--- config.mk ---
export PLATFORM = sky130hd
export DESIGN_NAME = wb_commit_unit
export DESIGN_NICKNAME = d
export VERILOG_FILES = /design/src/rtl/wb_commit_pkg.sv /design/src/rtl/commit_fifo.sv /design/src/rtl/wb_commit_unit.sv
export SDC_FILE = /design/constraint.sdc
export NUM_CORES = 1
export LEC_CHECK = 0
export ABC_CLOCK_PERIOD_IN_PS = 11300
export BUFFER_PORTS_ARGS = -buffer_cell sky130_fd_sc_hd__buf_4
export CORE_ASPECT_RATIO = 1.2
export CORE_MARGIN = 5
export CORE_UTILIZATION = 58
export DETAILED_ROUTE_END_ITERATION = 8
export HOLD_SLACK_MARGIN = 0.15
export PLACE_DENSITY = 0.75
export SYNTH_ARGS = -nofsm -noshare
export SYNTH_HDL_FRONTEND = slang
export SYNTH_HIERARCHICAL = 1
export SYNTH_SLANG_ARGS = --single-unit
--- constraint.sdc ---
create_clock -name clock -period 11.3 [get_ports clock]
set_clock_uncertainty 0.2 [all_clocks]
set_input_delay 3.39 -clock clock [delete_from_list [all_inputs] [get_ports clock]]
set_output_delay 3.39 -clock clock [all_outputs]
set_load 0.02 [all_outputs]
--- src/rtl/wb_commit_pkg.sv ---
// Shared types and widths for the write-back commit stage.
package wb_commit_pkg;

    localparam int unsigned XLEN   = 32;
    localparam int unsigned GPR_AW = 5;
    localparam int unsigned CSR_AW = 12;

    // One retired instruction as held in the commit FIFO.
    typedef struct packed {
        logic [XLEN-1:0]   pc_next;
        logic              gpr_wen;
        logic [GPR_AW-1:0] gpr_waddr;
        logic [XLEN-1:0]   gpr_wdata;
        logic              csra_wen;
        logic [CSR_AW-1:0] csra_addr;
        logic [XLEN-1:0]   csra_wdata;
        logic              csrb_wen;
        logic [CSR_AW-1:0] csrb_addr;
        logic [XLEN-1:0]   csrb_wdata;
    } commit_entry_t;

endpackage

--- src/rtl/commit_fifo.sv ---
// Synchronous FIFO of commit entries; only the pointers and count are reset.
module commit_fifo
    import wb_commit_pkg::*;
#(
    parameter int unsigned DEPTH = 4
) (
    input  logic          clock,
    input  logic          reset,
    input  logic          push_i,
    input  commit_entry_t data_i,
    input  logic          pop_i,
    output commit_entry_t data_o,
    output logic          full_o,
    output logic          empty_o
);

    localparam int unsigned AW = $clog2(DEPTH);

    commit_entry_t mem_q [DEPTH];
    logic [AW-1:0] wr_ptr_q, wr_ptr_d;
    logic [AW-1:0] rd_ptr_q, rd_ptr_d;
    logic [AW:0]   count_q, count_d;
    logic          do_push;
    logic          do_pop;

    assign full_o  = (count_q == (AW+1)'(DEPTH));
    assign empty_o = (count_q == '0);
    assign data_o  = mem_q[rd_ptr_q];

    // Guard against overflow/underflow so a misbehaving caller cannot corrupt state.
    assign do_push = push_i & ~full_o;
    assign do_pop  = pop_i & ~empty_o;

    // Pointer and occupancy next-state; pointers wrap naturally at DEPTH.
    always_comb begin
        wr_ptr_d = wr_ptr_q;
        rd_ptr_d = rd_ptr_q;
        count_d  = count_q;
        if (do_push) wr_ptr_d = wr_ptr_q + 1'b1;
        if (do_pop)  rd_ptr_d = rd_ptr_q + 1'b1;
        unique case ({do_push, do_pop})
            2'b10:   count_d = count_q + 1'b1;
            2'b01:   count_d = count_q - 1'b1;
            default: count_d = count_q;
        endcase
    end

    // Pointer/count registers.
    always_ff @(posedge clock or posedge reset) begin
        if (reset) begin
            wr_ptr_q <= '0;
            rd_ptr_q <= '0;
            count_q  <= '0;
        end else begin
            wr_ptr_q <= wr_ptr_d;
            rd_ptr_q <= rd_ptr_d;
            count_q  <= count_d;
        end
    end

    // Entry storage, written at the tail; contents are don't-care until pushed.
    always_ff @(posedge clock) begin
        if (do_push) mem_q[wr_ptr_q] <= data_i;
    end

endmodule

--- src/rtl/wb_commit_unit.sv ---
// Write-back commit stage: buffers retired instructions and drains one per cycle
// as registered architectural-state write strobes.
module wb_commit_unit
    import wb_commit_pkg::*;
#(
    parameter int unsigned DEPTH = 4,
    parameter int unsigned CNT_W = 64
) (
    input  logic              clock,
    input  logic              reset,
    input  logic              in_valid,
    output logic              in_ready,
    input  logic [XLEN-1:0]   in_pc_next,
    input  logic              in_gpr_wen,
    input  logic [GPR_AW-1:0] in_gpr_waddr,
    input  logic [XLEN-1:0]   in_gpr_wdata,
    input  logic              in_csra_wen,
    input  logic [CSR_AW-1:0] in_csra_addr,
    input  logic [XLEN-1:0]   in_csra_wdata,
    input  logic              in_csrb_wen,
    input  logic [CSR_AW-1:0] in_csrb_addr,
    input  logic [XLEN-1:0]   in_csrb_wdata,
    input  logic              halt,
    output logic              pc_wen,
    output logic              csra_wen,
    output logic              csrb_wen,
    output logic              gpr_wen,
    output logic [XLEN-1:0]   new_pc,
    output logic [CSR_AW-1:0] CSR_waddra,
    output logic [XLEN-1:0]   new_CSRa,
    output logic [CSR_AW-1:0] CSR_waddrb,
    output logic [XLEN-1:0]   new_CSRb,
    output logic [GPR_AW-1:0] GPR_waddr,
    output logic [XLEN-1:0]   new_GPR,
    output logic [CNT_W-1:0]  commit_cnt
);

    commit_entry_t in_entry;
    commit_entry_t head;
    commit_entry_t out_q, out_d;
    logic          pc_wen_q, pc_wen_d;
    logic [CNT_W-1:0] cnt_q, cnt_d;
    logic          fifo_full;
    logic          fifo_empty;
    logic          push;
    logic          pop;

    assign in_ready = ~fifo_full;
    assign push     = in_valid & in_ready;
    assign pop      = ~fifo_empty & ~halt;

    // Enqueue sanitisation: x0 is never written, and port B wins a same-address CSR clash.
    always_comb begin
        in_entry            = '0;
        in_entry.pc_next    = in_pc_next;
        in_entry.gpr_wen    = in_gpr_wen & (in_gpr_waddr != '0);
        in_entry.gpr_waddr  = in_gpr_waddr;
        in_entry.gpr_wdata  = in_gpr_wdata;
        in_entry.csra_wen   = in_csra_wen & ~(in_csrb_wen & (in_csra_addr == in_csrb_addr));
        in_entry.csra_addr  = in_csra_addr;
        in_entry.csra_wdata = in_csra_wdata;
        in_entry.csrb_wen   = in_csrb_wen;
        in_entry.csrb_addr  = in_csrb_addr;
        in_entry.csrb_wdata = in_csrb_wdata;
    end

    commit_fifo #(
        .DEPTH (DEPTH)
    ) u_fifo (
        .clock   (clock),
        .reset   (reset),
        .push_i  (push),
        .data_i  (in_entry),
        .pop_i   (pop),
        .data_o  (head),
        .full_o  (fifo_full),
        .empty_o (fifo_empty)
    );

    // Output next-state: strobes are single-cycle, address/data hold between commits.
    always_comb begin
        out_d          = out_q;
        out_d.gpr_wen  = 1'b0;
        out_d.csra_wen = 1'b0;
        out_d.csrb_wen = 1'b0;
        pc_wen_d       = 1'b0;
        cnt_d          = cnt_q;
        if (pop) begin
            out_d    = head;
            pc_wen_d = 1'b1;
            cnt_d    = cnt_q + CNT_W'(1);
        end
    end

    // Output and counter registers.
    always_ff @(posedge clock or posedge reset) begin
        if (reset) begin
            out_q    <= '0;
            pc_wen_q <= 1'b0;
            cnt_q    <= '0;
        end else begin
            out_q    <= out_d;
            pc_wen_q <= pc_wen_d;
            cnt_q    <= cnt_d;
        end
    end

    assign pc_wen     = pc_wen_q;
    assign gpr_wen    = out_q.gpr_wen;
    assign csra_wen   = out_q.csra_wen;
    assign csrb_wen   = out_q.csrb_wen;
    assign new_pc     = out_q.pc_next;
    assign GPR_waddr  = out_q.gpr_waddr;
    assign new_GPR    = out_q.gpr_wdata;
    assign CSR_waddra = out_q.csra_addr;
    assign new_CSRa   = out_q.csra_wdata;
    assign CSR_waddrb = out_q.csrb_addr;
    assign new_CSRb   = out_q.csrb_wdata;
    assign commit_cnt = cnt_q;

endmodule

* After elaboration in Yosys (flattened, before gate mapping)
Memories as Yosys holds them, arrays and structs flattened. Index checks and enable logic that the tools add are counted.
Cells by class: mux-type cells 5, $add $sub $neg 5, equality and inequality tests 4, reduce and logical (&&, ||, !) cells 3, bitwise operators 11
Operator list (count):
- $mux W128 | 1
- $add A64 B1 Y64 const B | 1
- $eq A12 B12 Y1 | 1
- $and A1 B1 Y1 | 7
- $pmux W3 S2 | 1
- $reduce_bool A5 Y1 | 1
- $add A2 B1 Y2 const B | 2
- $not A1 Y1 | 4
- $add A3 B1 Y3 const B | 1
- $eq A3 B3 Y1 const B | 1
- $logic_not A3 Y1 | 1
- $mux W1 | 3
- $sub A3 B1 Y3 const B | 1
- $eq A2 B1 Y1 const B | 1
- $eq A2 B2 Y1 const B | 1
- $reduce_bool A2 Y1 | 1
Word-level totals: register bits after elaboration 232, output and inout bits 226, memories 1, bits in writable memories 640, word-level logic and storage cells 44
Memories:
- u_fifo.mem_q | words 4, width 160, rd ports 1, clocked after memory_dff 0, wr ports 1, RTL line commit_fifo.sv:19 | commit_entry_t mem_q [DEPTH];

* Depth between registers and ports, before layout
depth in word-level cells 6, depth in mapped cells 11, depth with buffers taken out 10

* By module
The synthesis kept the hierarchy.
Modules (own cells, without submodules):
- commit_fifo | cells each 874, area an instance 23477.5 µm², seq. area each 19393.6 µm², times used 1
- wb_commit_unit | cells each 645, area an instance 9123.8 µm², seq. area each 5630.4 µm², times used 1

* Worst setup path before layout
No wires, ideal clock.
path kind input to register, start point input in_valid, end point memory u_fifo/mem_q[0][0] in the netlist's numbering, enable pin, path buffers 0, stages 3, data required time 10561 ps, data arrival time 7522 ps, slack 3039 ps, path through nor2b_1 -> nor2b_1 -> and2_1
Between the ends: word-level cells in the longest chain between the ends 4
RTL lines:
- start, declared | RTL line wb_commit_unit.sv:11 | input logic in_valid,
- $and A1 B1 Y1 | RTL line wb_commit_unit.sv:49 | assign push = in_valid & in_ready;
- $and A1 B1 Y1 | RTL line commit_fifo.sv:31 | assign do_push = push_i & ~full_o;
- $mux W1 | RTL line commit_fifo.sv:63 | if (do_push) mem_q[wr_ptr_q] <= data_i;
- $mux W1 (implied by the code) | RTL line commit_fifo.sv:63
- end, declared | RTL line commit_fifo.sv:19
No other way between the ends.

* Worst setup path in the final report
start point input in_valid, end point memory u_fifo/mem_q[3][136] in the netlist's numbering, enable pin
Between the ends: word-level cells in the longest chain between the ends 4
RTL lines:
- $and A1 B1 Y1 | RTL line wb_commit_unit.sv:49
- named net push | RTL line wb_commit_unit.sv:45 | logic push;
- $and A1 B1 Y1 | RTL line commit_fifo.sv:31
- $mux W1 | RTL line commit_fifo.sv:63
- $mux W1 (implied by the code) | RTL line commit_fifo.sv:63
The timed path passes the listed nets, and every way through them passes these cells.

==> results.json <==
{
  "die_x_um": 226,
  "grt-ovfl-total": 0,
  "synthesis.nets": 1690,
  "r2r-start": "u_fifo/count_q[2]",
  "max_freq_mhz": 181,
  "use_met1_pct": 29.3,
  "n_fill_cell": 3463,
  "grt_usage_pct": 22.5,
  "yosys_warnings": 6,
  "grt_first_pass_wirelength_mm": 104,
  "ioPinCount": 390,
  "postCtsResizedCells": 0,
  "fin_ws_ns": 5.77,
  "cap_viol_max_count": 0,
  "io_buffers": 389,
  "hpwl_mm": 42.1,
  "synth_area_leader_cell": "edfxtp_1",
  "post-route-period-util_pct": 48.9,
  "arrival_ns": 5.56,
  "postRouteAntennaNets": 0,
  "remaining_drc_errors": 0,
  "p_per_area_nw_per_um2": 265,
  "critPathMaxFanout": 67,
  "cts_buffer_depth": 3,
  "met3_usage_pct": 5.83,
  "grt_pass1_vias": 16950,
  "clkLatencyLatePin_ns": 0.62,
  "drtPass1Iterations": 5,
  "start_util_pct": 58.4,
  "synth_edf_count": 640,
  "startpoint_type": "primary input",
  "drt_iter0_markers": 1135,
  "dieArea_sq_um": 61100,
  "synth-seq-cells": 872,
  "post_cts_buffers": 0,
  "r2r_end": "u_fifo/mem_q[3][136]",
  "r2r_slack_ns": 8.02,
  "hold_depth": 1,
  "syn-mean-instance-area_sq_um": 21.5,
  "cp.required_ns": 11.33,
  "hold_path_class": "reg2reg",
  "whs_endpoint": "commit_cnt[63]",
  "synthCells": 1519,
  "cts_tree": "done",
  "leakage_nw": 14.4,
  "path_class": "in2reg",
  "async_flop_share_pct": 26.6,
  "place.gp.congestion": 0.851,
  "synthTopCellsByCount": "edfxtp_1 (640), dfrtp_1 (232), mux4_2 (160)",
  "min_period_ns": 5.53,
  "dieHeight_um": 270,
  "clk_pin_slew_ns": 0.06,
  "pre_cts_slack_ns": 5.13,
  "htree_levels": 3,
  "tns_ns": 0,
  "met2_usage_pct": 37.8,
  "drv_slew": 0,
  "relSlewSlack_pct": 25.0,
  "routed_wl_mm": 68.4,
  "numCtsBuffers": 82,
  "hold_start": "commit_cnt[63]",
  "area_growth_pct": 19.4,
  "tightest_slew_ns": 1.13,
  "hold_violations": 0,
  "cts_root_buf": "clkbuf_16",
  "antenna_found_initial": 7,
  "endpoint_kind": "flip-flop",
  "wl_per_cell_um": 24.9,
  "rr_worst_depth": 5,
  "syn_area_sq_um": 32600,
  "finalNetCount": 2123,
  "regArea_sq_um": 25000,
  "finalSetupViolCount": 0,
  "ir_worst_vdd_mv": 0.174,
  "drive_above_1_share_pct": 43.0,
  "cts.sinks": 872,
  "grt_max_degree": 168,
  "synth_flop_cell": "edfxtp_1",
  "via_per_inst": 5.83,
  "std_cell_rows": 95,
  "synth.area.top_cells": "edfxtp_1 (59%), dfrtp_1 (18%), mux4_2 (11%)",
  "ys_types": 40,
  "core_sq_um": 55900,
  "synth_most_common_cell": "edfxtp_1",
  "yosysSeqAreaShare_pct": 76.8,
  "status": "finished, final reports clean",
  "ctsHoldBuffers": 0,
  "synth_top_area_share_pct": 58.9,
  "rsz0062_at_grt": "no",
  "vias": 16057,
  "multi_input_area_sq_um": 7210,
  "grt-busiest-layer": "met2"
}
[placed cells by master, fill, tap and decap left out, drive strengths merged]
cell type / Yosys / final
or3: 3 / 3
mux2i: 1 / 1
and3: 3 / 3
nor2: 22 / 22
nand2b: 3 / 3
diode: 0 / 5
dfrtp: 232 / 232
and4: 2 / 2
nand4: 23 / 23
nand3: 20 / 20
ha: 6 / 6
nand2: 29 / 29
nor3b: 2 / 2
mux2: 159 / 159
buf: 32 / 405
xor2: 44 / 44
mux4: 160 / 160
fa: 1 / 1
o21a: 1 / 1
clkinvlp: 0 / 5
o31a: 2 / 2
nand4b: 2 / 2
nor4: 15 / 15
clkbuf: 24 / 104
nor3: 23 / 23
bufinv: 0 / 5
or4: 1 / 1
edfxtp: 640 / 640
and2: 10 / 10
xnor2: 37 / 37
inv: 18 / 22
nor2b: 3 / 3
nand4bb: 1 / 1
clkinv: 0 / 34
[state kept, by name, summed over array words and instances, names as in the netlist, 2 cells and up]
name,cells
u_fifo/mem_q,640
commit_cnt,64
new_CSRa,32
new_CSRb,32
new_GPR,32
new_pc,32
CSR_waddra,12
CSR_waddrb,12
GPR_waddr,5
u_fifo/count_q,3
u_fifo/rd_ptr_q,2
u_fifo/wr_ptr_q,2
[area by class of cell]
class                           count  share of cell area (%)
Multi-Input combinational cell    573                    18.5
Clock inverter                     48                    1.02
Tap cell                          727                    2.34
Antenna cell                        5                  0.0322
Timing Repair Buffer              405                    7.85
Sequential cell                   872                    64.3
Clock buffer                      104                    5.72
Inverter                           18                   0.193
[per-layer routing]
layer,part of all wire [%],up-vias
li1,-,6917
met1,37,8424
met2,52,595
met3,7.6,117
met4,2.9,4
met5,0.037,-
[cells by family after synthesis]
family | after synthesis | synth area share [%]
AO/OA/AOI/OAI | 3 | 0.0768
XOR/XNOR | 81 | 2.18
adder cells (fa/ha/maj) | 7 | 0.292
buffers and inverters | 74 | 1.19
flip-flops | 872 | 76.8
multiplexers | 320 | 16.6
AND/OR/NAND/NOR | 162 | 2.93
[critical path, stage by stage]
cell     delay (ns)
buf_4          0.09
nor2b_1        0.10
nor2b_1        0.44
and2_4         0.56
buf_4          0.85
[worst max path at each step]
stage             start                    to  slack (ns)  cells after the start
2_1_floorplan     reset         CSR_waddra[0]        1.55                      1
3_3_place_gp   in_valid   u_fifo/mem_q[0][30]        5.15                      5
3_5_place_dp   in_valid   u_fifo/mem_q[0][22]        5.13                      5
4_1_cts        in_valid   u_fifo/mem_q[0][79]        5.80                      5
5_1_grt        in_valid   u_fifo/mem_q[0][79]        5.69                      5
6_report       in_valid  u_fifo/mem_q[3][136]        5.77                      5
[per-stage QoR]
stage          util [%]  power [mW]  instance area, sq um  hold slack (ns)  std cells
2_1_floorplan         -        6.67                 32600            0.277       1519
3_3_place_gp       64.9        7.66                 36300            0.260       2595
6_report           69.7        10.3                 38900            0.272       2752
3_5_place_dp       64.9        7.75                 36300            0.271       2595
4_1_cts            69.6        10.4                 38900            0.279       2747
5_1_grt            69.6        10.8                 38900            0.312       2751
[power by group]
| part | switching (mW) | leakage [nW] | internal, mW |
|---|---|---|---|
| sequential | 0.406 | 8.68 | 4.31 |
| clock | 1.14 | 1.29 | 1.52 |
| combinational | 1.51 | 4.40 | 1.41 |
| total | 3.06 | 14.4 | 7.24 |
No activity file was read; power rests on OpenSTA's default activity.
